<file path="config.mk">
export PLATFORM = sky130hd
export DESIGN_NAME = oled_sdi_receiver
export DESIGN_NICKNAME = d
export VERILOG_FILES = /design/src/rtl/oled_pkg.sv /design/src/rtl/oled_sdi_deserialiser.sv /design/src/rtl/oled_sdi_receiver.sv
export SDC_FILE = /design/constraint.sdc
export NUM_CORES = 1
export LEC_CHECK = 0
export ABC_AREA = 0
export BUFFER_PORTS_ARGS = -buffer_cell sky130_fd_sc_hd__buf_4
export CAP_MARGIN = 30
export CORE_UTILIZATION = 45
export CTS_CLUSTER_SIZE = 40
export DETAILED_ROUTE_END_ITERATION = 10
export PLACE_DENSITY = 0.64
export RECOVER_POWER = 25
export SLEW_MARGIN = 30
export SYNTH_ARGS = -nofsm -noshare
export SYNTH_HDL_FRONTEND = slang
export SYNTH_HIERARCHICAL = 1
export SYNTH_SLANG_ARGS = --single-unit
</file>
<file path="constraint.sdc">
create_clock -name HCLK -period 2 [get_ports HCLK]
set_input_delay 0.2 -clock HCLK [delete_from_list [all_inputs] [get_ports HCLK]]
set_output_delay 0.2 -clock HCLK [all_outputs]
set_load 0.1 [all_outputs]
</file>
<file path="src/rtl/oled_pkg.sv">
// Shared constants and decoder state type for the OLED serial-link receiver.
package oled_pkg;

    localparam logic [7:0] CMD_SETX     = 8'h15;
    localparam logic [7:0] CMD_SETY     = 8'h75;
    localparam logic [7:0] CMD_SETPIXEL = 8'h5C;
    localparam logic [7:0] CMD_NORMAL   = 8'hA6;
    localparam logic [7:0] CMD_INVERT   = 8'hA7;

    localparam logic [15:0] COLOUR_BLUE  = 16'h063C;
    localparam logic [15:0] COLOUR_WHITE = 16'hFFFF;

    typedef enum logic [2:0] {
        IDLE,
        X0,
        X1,
        Y0,
        Y1,
        PIX_HI,
        PIX_LO,
        SKIP
    } dec_state_t;

endpackage

</file>
<file path="src/rtl/oled_sdi_deserialiser.sv">
// Oversamples SCLK with HCLK and assembles MSB-first bytes framed by nCS.
module oled_sdi_deserialiser (
    input  logic       HCLK,
    input  logic       HRESETn,
    input  logic       nCS,
    input  logic       DnC,
    input  logic       SDIN,
    input  logic       SCLK,
    output logic [7:0] rx_byte,
    output logic       byte_dnc,
    output logic       byte_valid,
    output logic       framing_err
);

    logic       sclk_q, sclk_d;
    logic [6:0] shift_q, shift_d;
    logic [2:0] bit_cnt_q, bit_cnt_d;
    logic [7:0] rx_byte_q, rx_byte_d;
    logic       byte_dnc_q, byte_dnc_d;
    logic       byte_valid_q, byte_valid_d;
    logic       framing_err_q, framing_err_d;
    logic       bit_take;

    // A rising SCLK is seen as high now but low last cycle; one high cycle suffices.
    assign bit_take = !nCS && SCLK && !sclk_q;

    always_comb begin
        sclk_d        = SCLK;
        shift_d       = shift_q;
        bit_cnt_d     = bit_cnt_q;
        rx_byte_d     = rx_byte_q;
        byte_dnc_d    = byte_dnc_q;
        byte_valid_d  = 1'b0;
        framing_err_d = 1'b0;
        if (nCS) begin
            bit_cnt_d     = 3'd0;
            framing_err_d = (bit_cnt_q != 3'd0);
        end else if (bit_take) begin
            shift_d = {shift_q[5:0], SDIN};
            if (bit_cnt_q == 3'd7) begin
                rx_byte_d    = {shift_q, SDIN};
                byte_dnc_d   = DnC;
                byte_valid_d = 1'b1;
                bit_cnt_d    = 3'd0;
            end else begin
                bit_cnt_d = bit_cnt_q + 3'd1;
            end
        end
    end

    always_ff @(posedge HCLK or negedge HRESETn) begin
        if (!HRESETn) begin
            sclk_q        <= 1'b0;
            shift_q       <= '0;
            bit_cnt_q     <= '0;
            rx_byte_q     <= '0;
            byte_dnc_q    <= 1'b0;
            byte_valid_q  <= 1'b0;
            framing_err_q <= 1'b0;
        end else begin
            sclk_q        <= sclk_d;
            shift_q       <= shift_d;
            bit_cnt_q     <= bit_cnt_d;
            rx_byte_q     <= rx_byte_d;
            byte_dnc_q    <= byte_dnc_d;
            byte_valid_q  <= byte_valid_d;
            framing_err_q <= framing_err_d;
        end
    end

    assign rx_byte     = rx_byte_q;
    assign byte_dnc    = byte_dnc_q;
    assign byte_valid  = byte_valid_q;
    assign framing_err = framing_err_q;

endmodule

</file>
<file path="src/rtl/oled_sdi_receiver.sv">
// Display-side OLED link receiver: decodes window/pixel/invert commands and
// emits one pixel-write strobe per 16-bit colour.
module oled_sdi_receiver
    import oled_pkg::*;
#(
    parameter int COLS   = 128,
    parameter int ROWS   = 128,
    parameter int ADDR_W = 7
) (
    input  logic              HCLK,
    input  logic              HRESETn,
    input  logic              nCS,
    input  logic              DnC,
    input  logic              SDIN,
    input  logic              SCLK,
    output logic              pix_we,
    output logic [ADDR_W-1:0] pix_x,
    output logic [ADDR_W-1:0] pix_y,
    output logic [15:0]       pix_colour,
    output logic              invert,
    output logic [15:0]       pixel_count,
    output logic              framing_err,
    output logic              cmd_err
);

    localparam logic [ADDR_W-1:0] X_MAX = ADDR_W'(COLS - 1);
    localparam logic [ADDR_W-1:0] Y_MAX = ADDR_W'(ROWS - 1);
    localparam logic [ADDR_W-1:0] ONE   = ADDR_W'(1);

    logic [7:0] rx_byte;
    logic       rx_dnc;
    logic       rx_valid;

    dec_state_t        state_q, state_d;
    logic [ADDR_W-1:0] x_start_q, x_start_d, x_end_q, x_end_d;
    logic [ADDR_W-1:0] y_start_q, y_start_d, y_end_q, y_end_d;
    logic [ADDR_W-1:0] x_ptr_q, x_ptr_d, y_ptr_q, y_ptr_d;
    logic [ADDR_W-1:0] pix_x_q, pix_x_d, pix_y_q, pix_y_d;
    logic [7:0]        hi_q, hi_d;
    logic              pix_we_q, pix_we_d;
    logic [15:0]       pix_colour_q, pix_colour_d;
    logic              invert_q, invert_d;
    logic [15:0]       pixel_count_q, pixel_count_d;
    logic              cmd_err_q, cmd_err_d;

    oled_sdi_deserialiser u_deser (
        .HCLK        (HCLK),
        .HRESETn     (HRESETn),
        .nCS         (nCS),
        .DnC         (DnC),
        .SDIN        (SDIN),
        .SCLK        (SCLK),
        .rx_byte     (rx_byte),
        .byte_dnc    (rx_dnc),
        .byte_valid  (rx_valid),
        .framing_err (framing_err)
    );

    always_comb begin
        state_d       = state_q;
        x_start_d     = x_start_q;
        x_end_d       = x_end_q;
        y_start_d     = y_start_q;
        y_end_d       = y_end_q;
        x_ptr_d       = x_ptr_q;
        y_ptr_d       = y_ptr_q;
        pix_x_d       = pix_x_q;
        pix_y_d       = pix_y_q;
        hi_d          = hi_q;
        pix_we_d      = 1'b0;
        pix_colour_d  = pix_colour_q;
        invert_d      = invert_q;
        pixel_count_d = pixel_count_q;
        cmd_err_d     = 1'b0;
        if (rx_valid && !rx_dnc) begin
            // Any command restarts decoding, discarding a half-received pixel.
            case (rx_byte)
                CMD_SETX: state_d = X0;
                CMD_SETY: state_d = Y0;
                CMD_SETPIXEL: begin
                    state_d = PIX_HI;
                    x_ptr_d = x_start_q;
                    y_ptr_d = y_start_q;
                end
                CMD_NORMAL: begin
                    invert_d = 1'b0;
                    state_d  = IDLE;
                end
                CMD_INVERT: begin
                    invert_d = 1'b1;
                    state_d  = IDLE;
                end
                default: begin
                    cmd_err_d = 1'b1;
                    state_d   = SKIP;
                end
            endcase
        end else if (rx_valid) begin
            case (state_q)
                IDLE: cmd_err_d = 1'b1;
                X0: begin
                    x_start_d = rx_byte[ADDR_W-1:0];
                    state_d   = X1;
                end
                X1: begin
                    x_end_d = rx_byte[ADDR_W-1:0];
                    state_d = IDLE;
                end
                Y0: begin
                    y_start_d = rx_byte[ADDR_W-1:0];
                    state_d   = Y1;
                end
                Y1: begin
                    y_end_d = rx_byte[ADDR_W-1:0];
                    state_d = IDLE;
                end
                PIX_HI: begin
                    hi_d    = rx_byte;
                    state_d = PIX_LO;
                end
                PIX_LO: begin
                    pix_we_d      = 1'b1;
                    pix_x_d       = x_ptr_q;
                    pix_y_d       = y_ptr_q;
                    pix_colour_d  = {hi_q, rx_byte};
                    pixel_count_d = pixel_count_q + 16'd1;
                    state_d       = PIX_HI;
                    // Raster order inside the window; a start above end wraps through 0.
                    if (x_ptr_q == x_end_q) begin
                        x_ptr_d = x_start_q;
                        if (y_ptr_q == y_end_q) begin
                            y_ptr_d = y_start_q;
                        end else begin
                            y_ptr_d = (y_ptr_q == Y_MAX) ? '0 : y_ptr_q + ONE;
                        end
                    end else begin
                        x_ptr_d = (x_ptr_q == X_MAX) ? '0 : x_ptr_q + ONE;
                    end
                end
                SKIP: state_d = SKIP;
                default: state_d = IDLE;
            endcase
        end
    end

    always_ff @(posedge HCLK or negedge HRESETn) begin
        if (!HRESETn) begin
            state_q       <= IDLE;
            x_start_q     <= '0;
            x_end_q       <= X_MAX;
            y_start_q     <= '0;
            y_end_q       <= Y_MAX;
            x_ptr_q       <= '0;
            y_ptr_q       <= '0;
            pix_x_q       <= '0;
            pix_y_q       <= '0;
            hi_q          <= '0;
            pix_we_q      <= 1'b0;
            pix_colour_q  <= '0;
            invert_q      <= 1'b0;
            pixel_count_q <= '0;
            cmd_err_q     <= 1'b0;
        end else begin
            state_q       <= state_d;
            x_start_q     <= x_start_d;
            x_end_q       <= x_end_d;
            y_start_q     <= y_start_d;
            y_end_q       <= y_end_d;
            x_ptr_q       <= x_ptr_d;
            y_ptr_q       <= y_ptr_d;
            pix_x_q       <= pix_x_d;
            pix_y_q       <= pix_y_d;
            hi_q          <= hi_d;
            pix_we_q      <= pix_we_d;
            pix_colour_q  <= pix_colour_d;
            invert_q      <= invert_d;
            pixel_count_q <= pixel_count_d;
            cmd_err_q     <= cmd_err_d;
        end
    end

    assign pix_we      = pix_we_q;
    assign pix_x       = pix_x_q;
    assign pix_y       = pix_y_q;
    assign pix_colour  = pix_colour_q;
    assign invert      = invert_q;
    assign pixel_count = pixel_count_q;
    assign cmd_err     = cmd_err_q;

endmodule

</file>
# After elaboration in Yosys (flattened, before gate mapping)
# Index checks and enable logic that the tools add are counted.
dict set report op_classes {
  add_sub_neg 4
  eq_ne 18
  n_mux 32
  n_bitwise 2
  n_reduce_logical 29
}
# operator count
set op_table {}
lappend op_table {{7-bit two-way mux} 13}
lappend op_table {{3-bit AND reduction} 8}
lappend op_table {{3-bit case mux with 6 select lines} 1}
lappend op_table {{16-bit by 1-bit adder with 16-bit output (second input constant)} 1}
lappend op_table {{8-bit by 7-bit equality test with 1-bit output (second input constant)} 2}
lappend op_table {{8-bit equality test (second input constant)} 2}
lappend op_table {{3-bit equality test (second input constant)} 5}
lappend op_table {{3-bit two-way mux} 5}
lappend op_table {{7-bit by 1-bit adder with 7-bit output (second input constant)} 2}
lappend op_table {{7-bit equality test} 2}
lappend op_table {{7-bit equality test (second input constant)} 2}
lappend op_table {{3-bit case mux with 4 select lines} 1}
lappend op_table {{1-bit two-way mux} 11}
lappend op_table {{2-bit nonzero test} 5}
lappend op_table {{8-bit by 5-bit equality test with 1-bit output (second input constant)} 1}
lappend op_table {{7-bit nonzero test} 1}
lappend op_table {{3-bit by 2-bit equality test with 1-bit output (second input constant)} 2}
lappend op_table {{2-bit AND reduction} 3}
lappend op_table {{5-bit OR reduction} 1}
lappend op_table {{4-bit AND reduction} 1}
lappend op_table {{2-bit OR reduction} 2}
lappend op_table {{3-bit by 1-bit adder with 3-bit output (second input constant)} 1}
lappend op_table {{3-bit by 1-bit equality test with 1-bit output (second input constant)} 1}
lappend op_table {{1-bit logical AND} 3}
lappend op_table {{other kinds (6)} 9}
dict set report word_totals {
  ff_bits 124
}

# Logic depth before layout (Yosys ltp)
# Gate-level depths: netlist (run 1).
dict set report depth {
  ltp_word 7
  depth_mapped 7
}

# Cells and area by module
# Netlist (run 1), hierarchy kept.
# mod instances cells_each area_each_um2 seq_area_each_um2
set modules_own_cells {}
lappend modules_own_cells {oled_sdi_receiver 1 370 4662.0 2570.0}
lappend modules_own_cells {oled_sdi_deserialiser 1 56 919.6 550.5}

# Least setup slack after synthesis (run 1)
# Ideal clock, no wire load.
dict set report synth_path {
  kind {flip-flop to flip-flop}
  from {register pixel_count_q[2], in the netlist pixel_count[2]}
  to {register pixel_count_q[11], in the netlist pixel_count[11]}
  arrival_time_ns 1.878
  required_ns 1.842
  slack_ns -0.037
  path_stages_with_launch 6
  path_buffers 0
  period_less_slack_ns 2.037
  path_cell_list {dfrtp_1 nand3_1 nor3_1 and2_1 nand4_1 xnor2_1}
}
dict set report synth_via {
  elab_chain_cells 1
}
# element line
set synth_lines {}
lappend synth_lines {{start, declared} oled_sdi_receiver.sv:43} ;# logic [15:0] pixel_count_q, pixel_count_d;
lappend synth_lines {{start signal, assigned} oled_sdi_receiver.sv:177} ;# pixel_count_q <= pixel_count_d;
lappend synth_lines {{16-bit by 1-bit adder with 16-bit output} oled_sdi_receiver.sv:126} ;# pixel_count_d = pixel_count_q + 16'd1;
# No other way between the ends.
# A chain may end at the register's enable or synchronous reset.

# Worst setup path in the final report (run 1)
dict set report layout_path {
  from {register u_deser.rx_byte_q[3], in the netlist u_deser/rx_byte[3]}
  to {register state_q[2]}
}
dict set report layout_via {
  elab_chain_cells 4
}
# element line
set layout_lines {}
lappend layout_lines {{start, declared} oled_sdi_deserialiser.sv:18} ;# logic [7:0] rx_byte_q, rx_byte_d;
lappend layout_lines {{start signal, assigned} oled_sdi_deserialiser.sv:64} ;# rx_byte_q <= rx_byte_d;
lappend layout_lines {{8-bit equality test} oled_sdi_receiver.sv:77} ;# case (rx_byte)
lappend layout_lines {{2-bit OR reduction (no source line)} --}
lappend layout_lines {{3-bit case mux with 4 select lines (*)} oled_sdi_receiver.sv:77}
lappend layout_lines {{3-bit two-way mux (*)} oled_sdi_receiver.sv:75} ;# if (rx_valid && !rx_dnc) begin
lappend layout_lines {{end signal, assigned} oled_sdi_receiver.sv:164} ;# state_q <= state_d;
lappend layout_lines {{end, declared} oled_sdi_receiver.sv:34} ;# dec_state_t state_q, state_d;
# Every way passes the cells marked *; elsewhere a longest branch is shown, timed or not.

==> results of run 1 <==
## per-layer routing
metal / global-route usage [%] / share of wire, % / wire length, um
met1: 25.9 / 47 / 5220
met2: 31.6 / 49 / 5420
met3: 4.99 / 3.0 / 333
met4: 8.51 / 1.6 / 174
met5: 0 / 0 / 0
## final cells by class
type                    instances  area (um^2)
multi-input cells             271         2290
flip-flops and latches        124         3120
fillers                       981         5090
clock inverters                10          116
well taps                     168          210
inverters                      13         48.8
clock buffers                  21          470
repair buffers                 91          706
## metrics by stage
step	hold slack (ns)	std cells
2_1_floorplan	-0.0956	426
3_3_place_gp	0.207	664
3_5_place_dp	0.207	664
4_1_cts	0.0195	698
5_1_grt	0.0203	698
6_report	0.0294	698
## layout by cell type, fill, tap and decap left out, types with 3 or more instances in the layout
cell and n:
xor2_1 14, o22a_1 3, clkbuf_16 17, nand3_1 12
o21ai_1 3, o22ai_1 4, nand2_1 21, dfstp_2 14
a31oi_1 6, dlygate4sd3_1 3, o21ai_0 6, mux2_2 72
dfrtp_2 3, mux2_4 10, nand2b_1 4, nor2_1 21
mux2i_1 13, clkinvlp_4 5, nor3_1 3, a211oi_1 3
ha_1 6, xnor2_1 15, mux2_1 3, clkbuf_1 3
a21oi_1 6, dfrtp_1 107, and3_1 3, buf_4 83
inv_1 13, nand4_1 9, clkbuf_8 3
## report_power, final
group | switching (mW) | internal, mW
clock network | 1.07 | 1.92
logic | 0.0841 | 0.0743
registers | 0.0448 | 2.58
total | 1.20 | 4.57
## cell families (layout without fill, tap and decap cells)
| group | after synthesis | count (layout) | synth area share, % |
|---|---|---|---|
| buffers and inverters | 31 | 135 | 3.12 |
| AND/OR/NAND/NOR | 91 | 91 | 8.79 |
| multiplexers | 98 | 98 | 20.2 |
| flip-flops | 124 | 124 | 55.9 |
| XOR/XNOR | 30 | 30 | 4.84 |
| AO/OA/AOI/OAI | 46 | 46 | 5.85 |
| adder cells (fa/ha/maj) | 6 | 6 | 1.34 |
## registers in the layout, indices dropped and copies added (netlist names), 8 cells and up
name / count
pix_colour: 16
pixel_count: 16
hi_q: 8
u_deser/rx_byte: 8
## worst paths after layout
kind	from	to	depth (start not counted)
setup / recovery	u_deser/rx_byte[3]	state_q[2]	5
hold reg to reg	pixel_count[15]	pixel_count[15]	1
setup reg to reg	u_deser/rx_byte[3]	state_q[2]	5
hold / removal	DnC	u_deser/byte_dnc	2
max in group asynchronous	HRESETn	y_end_q[5]	3
min in group asynchronous	HRESETn	pix_y[4]	2
## worst reg2reg max path, stage by stage (launching register included)
cell and delay (ns):
dfrtp_1 0.46, nand2b_1 0.19, or4_1 0.55, o211ai_1 0.19, nand3_1 0.12, a32o_1 0.28
## what timing repair did
| item | in CTS | in global routing |
|---|---|---|
| hold buffers | 3 | 0 |
| gates resized for setup | 0 | 0 |
| hold endpoints to repair | 28 | 0 |
==> metrics.md, run 1 <==
| Metric | Value |
|---|---|
| Critical path peak fanout | 6 |
| Via density | approximately 5.2 |
| Worst-case clock buffer depth | 2 |
| CTS Buf Count | 17 |
| Area grow syn2layout | 24.8% |
| Final nets | 530 |
| Setup violators final | 0 |
| Post-synth top area cell | dfrtp_1 |
| Final Util | about 58% |
| Syn_nets | 438 |
| H-Tree Depth | 4 |
| Design Power | ~5.8 mW |
| Post-Syn Instances | 426 |
| Largest stage delay, worst path | ~0.55 ns |
| Antenna-violating nets left | 0 |
| Delay-heaviest family, CP | simple AND/OR/NAND/NOR gates |
| Core Area | 12100 um^2 |
| Distinct cells, synth | 56 |
| Final Critical Period | 1.90 ns |
| Number of DRC markers in iteration 0 | 170 |
| Num Clock Sinks | 124 |
| WP data required | 2.30 ns |
| Crit path max-delay cell type | or4_1 |
| Yosys Warn Count | 6 |
| Diodes inserted | 0 |
| Type of origin of the critical path | flip-flop |
| Worst clock skew | between 0.01 and 0.015 ns |
| Mean Syn Cell Area | 13.1 um^2 |
| Post-Layout Inst Area | 6970 um^2 |
| Worst skew pair latency | 0.42 ns |
| Max-slew headroom | between 30% and 40% |
| Sequential element share of the synthesized area | 55.9% |
| Maxcap violations | 0 |
| Placement Setup Slack | 0.124 ns |
| GP Congestion | between 0.8 and 0.9 |
| Clk root buf | clkbuf_16 |
| Synth top area share | 49.3% |
| Post-synth EDFFs | 0 |
| Outcome | finished clean |
| Worst Setup End Kind | flip-flop |
| Total gr overflow | 0 |
| Min-Delay Path Class | input pin to flip-flop |
| Post-synth ARST share | 100% |
| Worst Tran Pin Value | 0.982 ns |
| Initial Util | 46.3% |
| Post-CTS setup repair buffer count | 0 |
| Synthesized area | 5580 um^2 |
| Synth cell count leaders | dfrtp_1 (110), mux2_2 (72), nand2_1 (21), nor2_1 (21), xnor2_1 (15) |
| Worst-path clk slew | 0.05 ns |
| Peak supply drop | about 0.62 mV |
| R2R setup slack | 0.1 ns |
| Most frequent cell after synthesis | dfrtp_1 |
| DP Area | 6360 um^2 |
| Largest net degree at the start of global routing | 55 |
| IO Count | 56 |
| Die Area | 12900 um^2 |
| Worst setup path class | flip-flop to flip-flop |
| Initial antenna violation count | 0 |
| HPWL after DPL | 7.94 mm |
| Ys flop type | dfrtp_1 |
| Share of cells above drive strength 1 | 43.0% |
| Post-detailed-routing wire length | between 10 and 15 mm |
| First-pass GRT wire length | 19.4 mm |
| Setup_tns | 0 ns |
| Pwr Density | slightly above 800 nW/um^2 |
| Final period utilization | 95.2% |
| DRT Pass-1 Iters | 4 |
| Die width | 113 um |
| Max Slew Vio Count | 0 |
| Top post-synthesis cells by area | dfrtp_1 (49%), mux2_2 (15%), dfstp_2 (6.6%) |
| Placement Rows | 40 |
| Unrepaired setup endpoints after global routing | no |
| CTS tree | done |
| Via count | approximately 3.6k |
| Hold Vio Cnt, Final | 0 |
| Crit-path cells | nand2b_1 -> or4_1 -> o211ai_1 -> nand3_1 -> a32o_1 |
| Number of synthesized register bits | 124 |
| Final worst-path setup slack | 0.0961 ns |
| Total GRT Usage | 19.9% |
| Worst EP arrival | 2.20 ns |
| Leak | 3.33 nW |
| Worst path bufs/invs | 0 |
| Vias in the first global route | 3828 |
| Fmax | 525 MHz |
| Die Height | 113 um |
| Drt wl/cell | 16.0 um |
| Drt drc | 0 |
| PortBufs | 55 |
No activity file was read; power rests on OpenSTA's default activity.
==> run 2, diff against run 1 <==
--- a/config.mk
+++ b/config.mk
@@ -9,6 +9,7 @@
 export BUFFER_PORTS_ARGS = -buffer_cell sky130_fd_sc_hd__buf_4
 export CAP_MARGIN = 30
 export CORE_UTILIZATION = 45
+export CTS_BUF_LIST = sky130_fd_sc_hd__clkbuf_2
 export CTS_CLUSTER_SIZE = 40
 export DETAILED_ROUTE_END_ITERATION = 10
 export PLACE_DENSITY = 0.64
==> run 2 against run 1 <==
  * Count of clock-buffer cells in the layout is 3 lower
  * Total power fell by 27%
  * Via count up 0.64%
  * First-iteration DRC count increased by 21%
  * Setup slack gained 0.013 ns
  * Maximum frequency is 0.71% higher
  * Critical path type unchanged
  * Largest cell class unchanged
==> metrics.md, run 2 (synthesis gave the netlist of run 1 again) <==
| Metric | Value |
|---|---|
| Outcome | finished clean |
| Post-detailed-routing wire length | 11.0 mm |
| Total gr overflow | 0 |
| IO Count | 56 |
| HPWL after DPL | 7.94 mm |
| Worst clock skew | 0.0470 ns |
| Total GRT Usage | 19.2% |
| Via count | 3633 |
| First-pass GRT wire length | 18.9 mm |
| Crit path max-delay cell type | or4_1 |
| Maxcap violations | 0 |
| Final Non-Filler Cells | just over 700 |
| Area grow syn2layout | 18.8% |
| Final worst-path setup slack | 0.110 ns |
| Drt drc | 0 |
| PortBufs | 55 |
| Hold Vio Cnt, Final | 0 |
| Worst-path clk slew | roughly 0.19 ns |
| Worst Setup End Kind | flip-flop |
| Fmax | approximately 530 MHz |
| Worst setup path class | flip-flop to flip-flop |
| Min-Delay Path Class | input pin to flip-flop |
| Die Height | roughly 110 um |
| Pwr Density | roughly 640 nW/um^2 |
| Type of origin of the critical path | flip-flop |
| Worst-case clock buffer depth | 2 |
| Worst skew pair latency | 0.65 ns |
| Initial Util | 46.3% |
| Placement Rows | 40 |
| Most frequent cells in the layout | dfrtp_1 (104), buf_4 (86), mux2_2 (72) |
| Number of DRC markers in iteration 0 | 206 |
| Setup_tns | 0 ns |
| Via density | 5.16 |
| Leak | 3.19 nW |
| Unrepaired setup endpoints after global routing | no |
| Initial antenna violation count | 0 |
| Diodes inserted | 0 |
| Placed Instances | 664 |
| Peak supply drop | ~0.46 mV |
| Final period utilization | 94.5% |
| Setup violators final | 0 |
| Drt wl/cell | 15.6 um |
| Num Clock Sinks | between 100 and 150 |
| GP Congestion | 0.829 |
| H-Tree Depth | 4 |
| Max Slew Vio Count | 0 |
| CTS Buf Count | 17 |
| Crit-path cells | nand2b_1 -> or4_1 -> o211ai_1 -> nand3_1 -> a32o_1 |
| Vias in the first global route | between 3k and 4k |
| WP data required | 2.54 ns |
| Largest stage delay, worst path | 0.54 ns |
| Final Critical Period | 1.89 ns |
| Worst EP arrival | 2.43 ns |
| Clk root buf | clkbuf_2 |
| Core Area | 12100 um^2 |
| Critical path peak fanout | 6 |
| Die Area | 12900 um^2 |
| Largest net degree at the start of global routing | 55 |
| Die width | approximately 110 um |
| CTS tree | done |
| Max-slew headroom | 52.7% |
| Placement Setup Slack | 0.124 ns |
| Antenna-violating nets left | 0 |
| Commonest non-fill, non-tap cell in the layout | dfrtp_1 |
| DRT Pass-1 Iters | 4 |
| Share of cells above drive strength 1 | 43.1% |
| Worst Tran Pin Value | 0.709 ns |
| Final nets | 536 |
-- run 2: cell count changes in the layout (fill, tap and decap cells not counted), moves of 2 or more --
| cell | change |
|---|---|
| buf_4 | +3 |
| clkbuf_2 | +18 |
| clkbuf_8 | -3 |
| clkinv_1 | +3 |
| buf_12 | -2 |
| dfrtp_2 | +3 |
| clkbuf_16 | -17 |
| dfrtp_1 | -3 |
| dlygate4sd3_1 | +4 |
-- run 2: final timing paths --
| kind | slack, ns | from | cells after the start | end |
|---|---|---|---|---|
| hold / removal | 0.23 | SCLK | 2 | u_deser/sclk_q |
| setup reg to reg | 0.11 | u_deser/rx_byte[3] | 5 | state_q[2] |
| setup / recovery | 0.11 | u_deser/rx_byte[3] | 5 | state_q[2] |
| hold reg to reg | 0.49 | pixel_count[15] | 1 | pixel_count[15] |
| min in group asynchronous | 0.53 | HRESETn | 3 | y_ptr_q[5] |
| max in group asynchronous | 0.32 | HRESETn | 4 | u_deser/byte_valid |
-- run 2: cell type report --
| class | count | area [um^2] |
|---|---|---|
| Clock buffer | 18 | 90.1 |
| Clock inverter | 13 | 128 |
| Fill cell | 1011 | 5430 |
| Inverter | 13 | 48.8 |
| Multi-Input combinational cell | 271 | 2290 |
| Sequential cell | 124 | 3130 |
| Tap cell | 168 | 210 |
| Timing Repair Buffer | 97 | 736 |
-- run 2: worst max-delay path, delay by kind of cell (launching register included) --
kind | cells | cell delay, ns
compound gates | 2 | 0.47
flops | 1 | 0.50
simple gates | 3 | 0.84
-- run 2: power by group --
| group | internal (mW) | switching (mW) |
|---|---|---|
| clock | 0.551 | 0.898 |
| sequential | 2.57 | 0.0429 |
| combinational | 0.0736 | 0.0853 |
| total | 3.20 | 1.03 |
-- run 2: timing repair --
item,CTS,global route
gates resized for setup,0,3
setup buffers,0,2
endpoints found under the setup margin,0,2
endpoints found under the hold margin,129,0
hold buffers,7,0
-- run 2: per-stage QoR --
step                      power (mW)  utilization (%)  cell area (um^2)  hold slack, ns
after floorplan                 2.73                -              5590         -0.0956
after global placement          2.82             52.7              6360           0.207
after detailed placement        2.82             52.7              6360           0.207
after CTS                       4.30             55.1              6650           0.140
after global routing            4.43             55.0              6630           0.163
final                           4.22             55.0              6630           0.234
-- run 2: routing by layer --
metal	up-vias	GRT usage, %	routed length (um)
met4	0	5.88	64
li1	1727	-	-
met2	69	30.5	5310
met5	-	0	0
met1	1833	26.1	5210
met3	4	4.68	374
==> run 3, diff against run 2 <==
--- a/config.mk
+++ b/config.mk
@@ -6,13 +6,13 @@
 export NUM_CORES = 1
 export LEC_CHECK = 0
 export ABC_AREA = 0
-export BUFFER_PORTS_ARGS = -buffer_cell sky130_fd_sc_hd__buf_4
 export CAP_MARGIN = 30
 export CORE_UTILIZATION = 45
 export CTS_BUF_LIST = sky130_fd_sc_hd__clkbuf_2
 export CTS_CLUSTER_SIZE = 40
 export DETAILED_ROUTE_END_ITERATION = 10
-export PLACE_DENSITY = 0.64
+export DONT_BUFFER_PORTS = 1
+export PLACE_DENSITY = 0.6
 export RECOVER_POWER = 25
 export SLEW_MARGIN = 30
 export SYNTH_ARGS = -nofsm -noshare
==> run 3 against run 2 <==
  * The flow now finishes with violations (hold timing)
  * Combinational power decreased by 38%
  * Die area unchanged
  * Total power increased by 1.7%
  * Clock skew decreased by 0.024 ns
  * First-iteration DRC count increased by 23%
  * Critical path depth increased by 1
  * Largest cell class unchanged
  * Final area decreased by 0.81%
==> metrics.md, run 3 (synthesis gave the netlist of run 1 again) <==
| Metric | Value |
|---|---|
| Hold Buf Count CTS | 4 |
| Final Critical Period | 1.91 ns |
| Setup violators final | 0 |
| Via count | around 3.6k |
| Drt drc | 0 |
| PortBufs | 0 |
| Outcome | finished with violations |
| Worst clock skew | roughly 0.023 ns |
| Final nets | 524 |
| Crit path max-delay cell type | dfstp_2 |
| Vias in the first global route | 3739 |
| Number of DRC markers in iteration 0 | 253 |
| Maxcap violations | 0 |
| Largest stage delay, worst path | 0.58 ns |
| Peak supply drop | 0.347 mV |
| Setup_tns | 0 ns |
| Worst setup path class | flip-flop to flip-flop |
| Clk root buf | clkbuf_2 |
| Crit-path cells | xnor2_1 -> nand4_1 -> o41a_1 -> buf_4 -> a211oi_1 -> o22a_1 |
| HPWL after DPL | approximately 8.0 mm |
| Total gr overflow | 0 |
| Diodes inserted | 0 |
| IO Count | 56 |
| Die Area | 12900 um^2 |
| Final period utilization | between 90 and 100% |
| WP data required | 2.64 ns |
| Placement Rows | 40 |
| Die width | 113 um |
| Share of cells above drive strength 1 | between 40% and 50% |
| Worst-case clock buffer depth | 2 |
| Drt wl/cell | 16.3 um |
| Via density | 5.19 |
| Placement Setup Slack | between 0.06 and 0.07 ns |
| Design Power | around 4.3 mW |
| Max Slew Vio Count | 0 |
| Critical path peak fanout | 6 |
| Worst Setup End Kind | flip-flop |
| GP Congestion | 0.872 |
| Hold Vio Cnt, Final | about 120 |
| Largest net degree at the start of global routing | 125 |
| Fillers | a little over 1k |
| Total GRT Usage | 19.7% |
| RR Startpoint | x_end_q[5] |
| Worst skew pair latency | 0.68 ns |
| Initial Util | 46.3% |
| Core Area | 12100 um^2 |
| Max-slew headroom | between 60% and 70% |
| Min-Delay Path Class | input pin to async pin |
| First-pass GRT wire length | 19.1 mm |
| Failing checks | hold timing |
| Antenna-violating nets left | 0 |
| Area grow syn2layout | 17.9% |
| DRT Pass-1 Iters | 5 |
| Type of origin of the critical path | flip-flop |
| Hold Worst Slack | -0.799 ns |
| H-Tree Depth | 4 |
| CTS Buf Count | 17 |
| Worst-path clk slew | roughly 0.16 ns |
| Crit path from | x_end_q[5] |
| Initial antenna violation count | 0 |
| Die Height | between 100 and 150 um |
| Commonest non-fill, non-tap cell in the layout | dfrtp_1 |
| Num Clock Sinks | between 100 and 150 |
| CTS tree | done |
| Unrepaired setup endpoints after global routing | yes |
| Worst Tran Pin Value | 0.476 ns |
| Worst EP arrival | 2.55 ns |
| Leak | 3.19 nW |
| Fmax | approximately 520 MHz |
| Pwr Density | between 600 and 700 nW/um^2 |
| Post-detailed-routing wire length | 11.3 mm |
| Most frequent cells in the layout | dfrtp_1 (107), buf_4 (80), mux2_2 (72) |
| Final worst-path setup slack | 0.0874 ns |
| Final Util | 54.5% |
-- run 3: cell types whose count changed in the layout (fill, tap and decap cells not counted), moves of 2 or more --
cell           delta
buf_4             -6
dlygate4sd3_1     -3
clkinv_2          +3
clkbuf_2          +3
clkinvlp_4        -5
dfrtp_2           -3
dfrtp_1           +3
clkbuf_1          -2
-- run 3: area by class of cell --
class                      instances  area, um^2  area share [%]
inverter                          13        48.8           0.742
clock buffer                      22         110            1.67
timing repair buffer              85         661            10.0
tap                              168         210            3.20
clock inverter                    10         123            1.86
sequential                       124        3120            47.5
multi-input combinational        271        2300            35.0
-- run 3: path summary, 6_finish.rpt --
kind	endpoint	slack (ns)	cells after the start
min	pix_x[4]	-0.80	0
min reg2reg	pix_colour[12]	0.52	1
min in group HCLK	u_deser/sclk_q	0.12	1
max	y_ptr_q[4]	0.09	6
max in group asynchronous	y_end_q[3]	2.53	0
max reg2reg	y_ptr_q[4]	0.09	6
-- run 3: per-stage QoR --
stage | hold slack (ns) | instance area [um^2] | std cells
after floorplan | -0.0956 | 5590 | 426
after global placement | -0.0904 | 6290 | 656
after detailed placement | -0.0895 | 6290 | 656
after CTS | -0.912 | 6560 | 692
after global routing | -0.922 | 6580 | 693
final | -0.799 | 6580 | 693
-- run 3: critical path: cells and delay by family, from the launching register on --
family          cells  cell delay, ns
compound gates      3            0.85
xor+xnor            1            0.11
buf+inv             1            0.18
flops               1            0.58
simple gates        1            0.15
-- run 3: power by group --
group | switching, mW | internal (mW)
clock | 0.870 | 0.705
combinational | 0.0367 | 0.0626
sequential | 0.0467 | 2.57
-- run 3: timing repair --
item                                    CTS  global route
endpoints found under the setup margin    0             8
buffers inserted                          0             1
hold endpoints to repair                146           124
resized for setup                         0             2
-- run 3: metal layers --
metal / up-vias / routed length, um / global-route usage (%)
met4: 0 / 182 / 8.16
met3: 14 / 389 / 5.69
met5: - / 0 / 0
met1: 1829 / 5390 / 26.2
li1: 1695 / - / -
met2: 62 / 5350 / 30.3
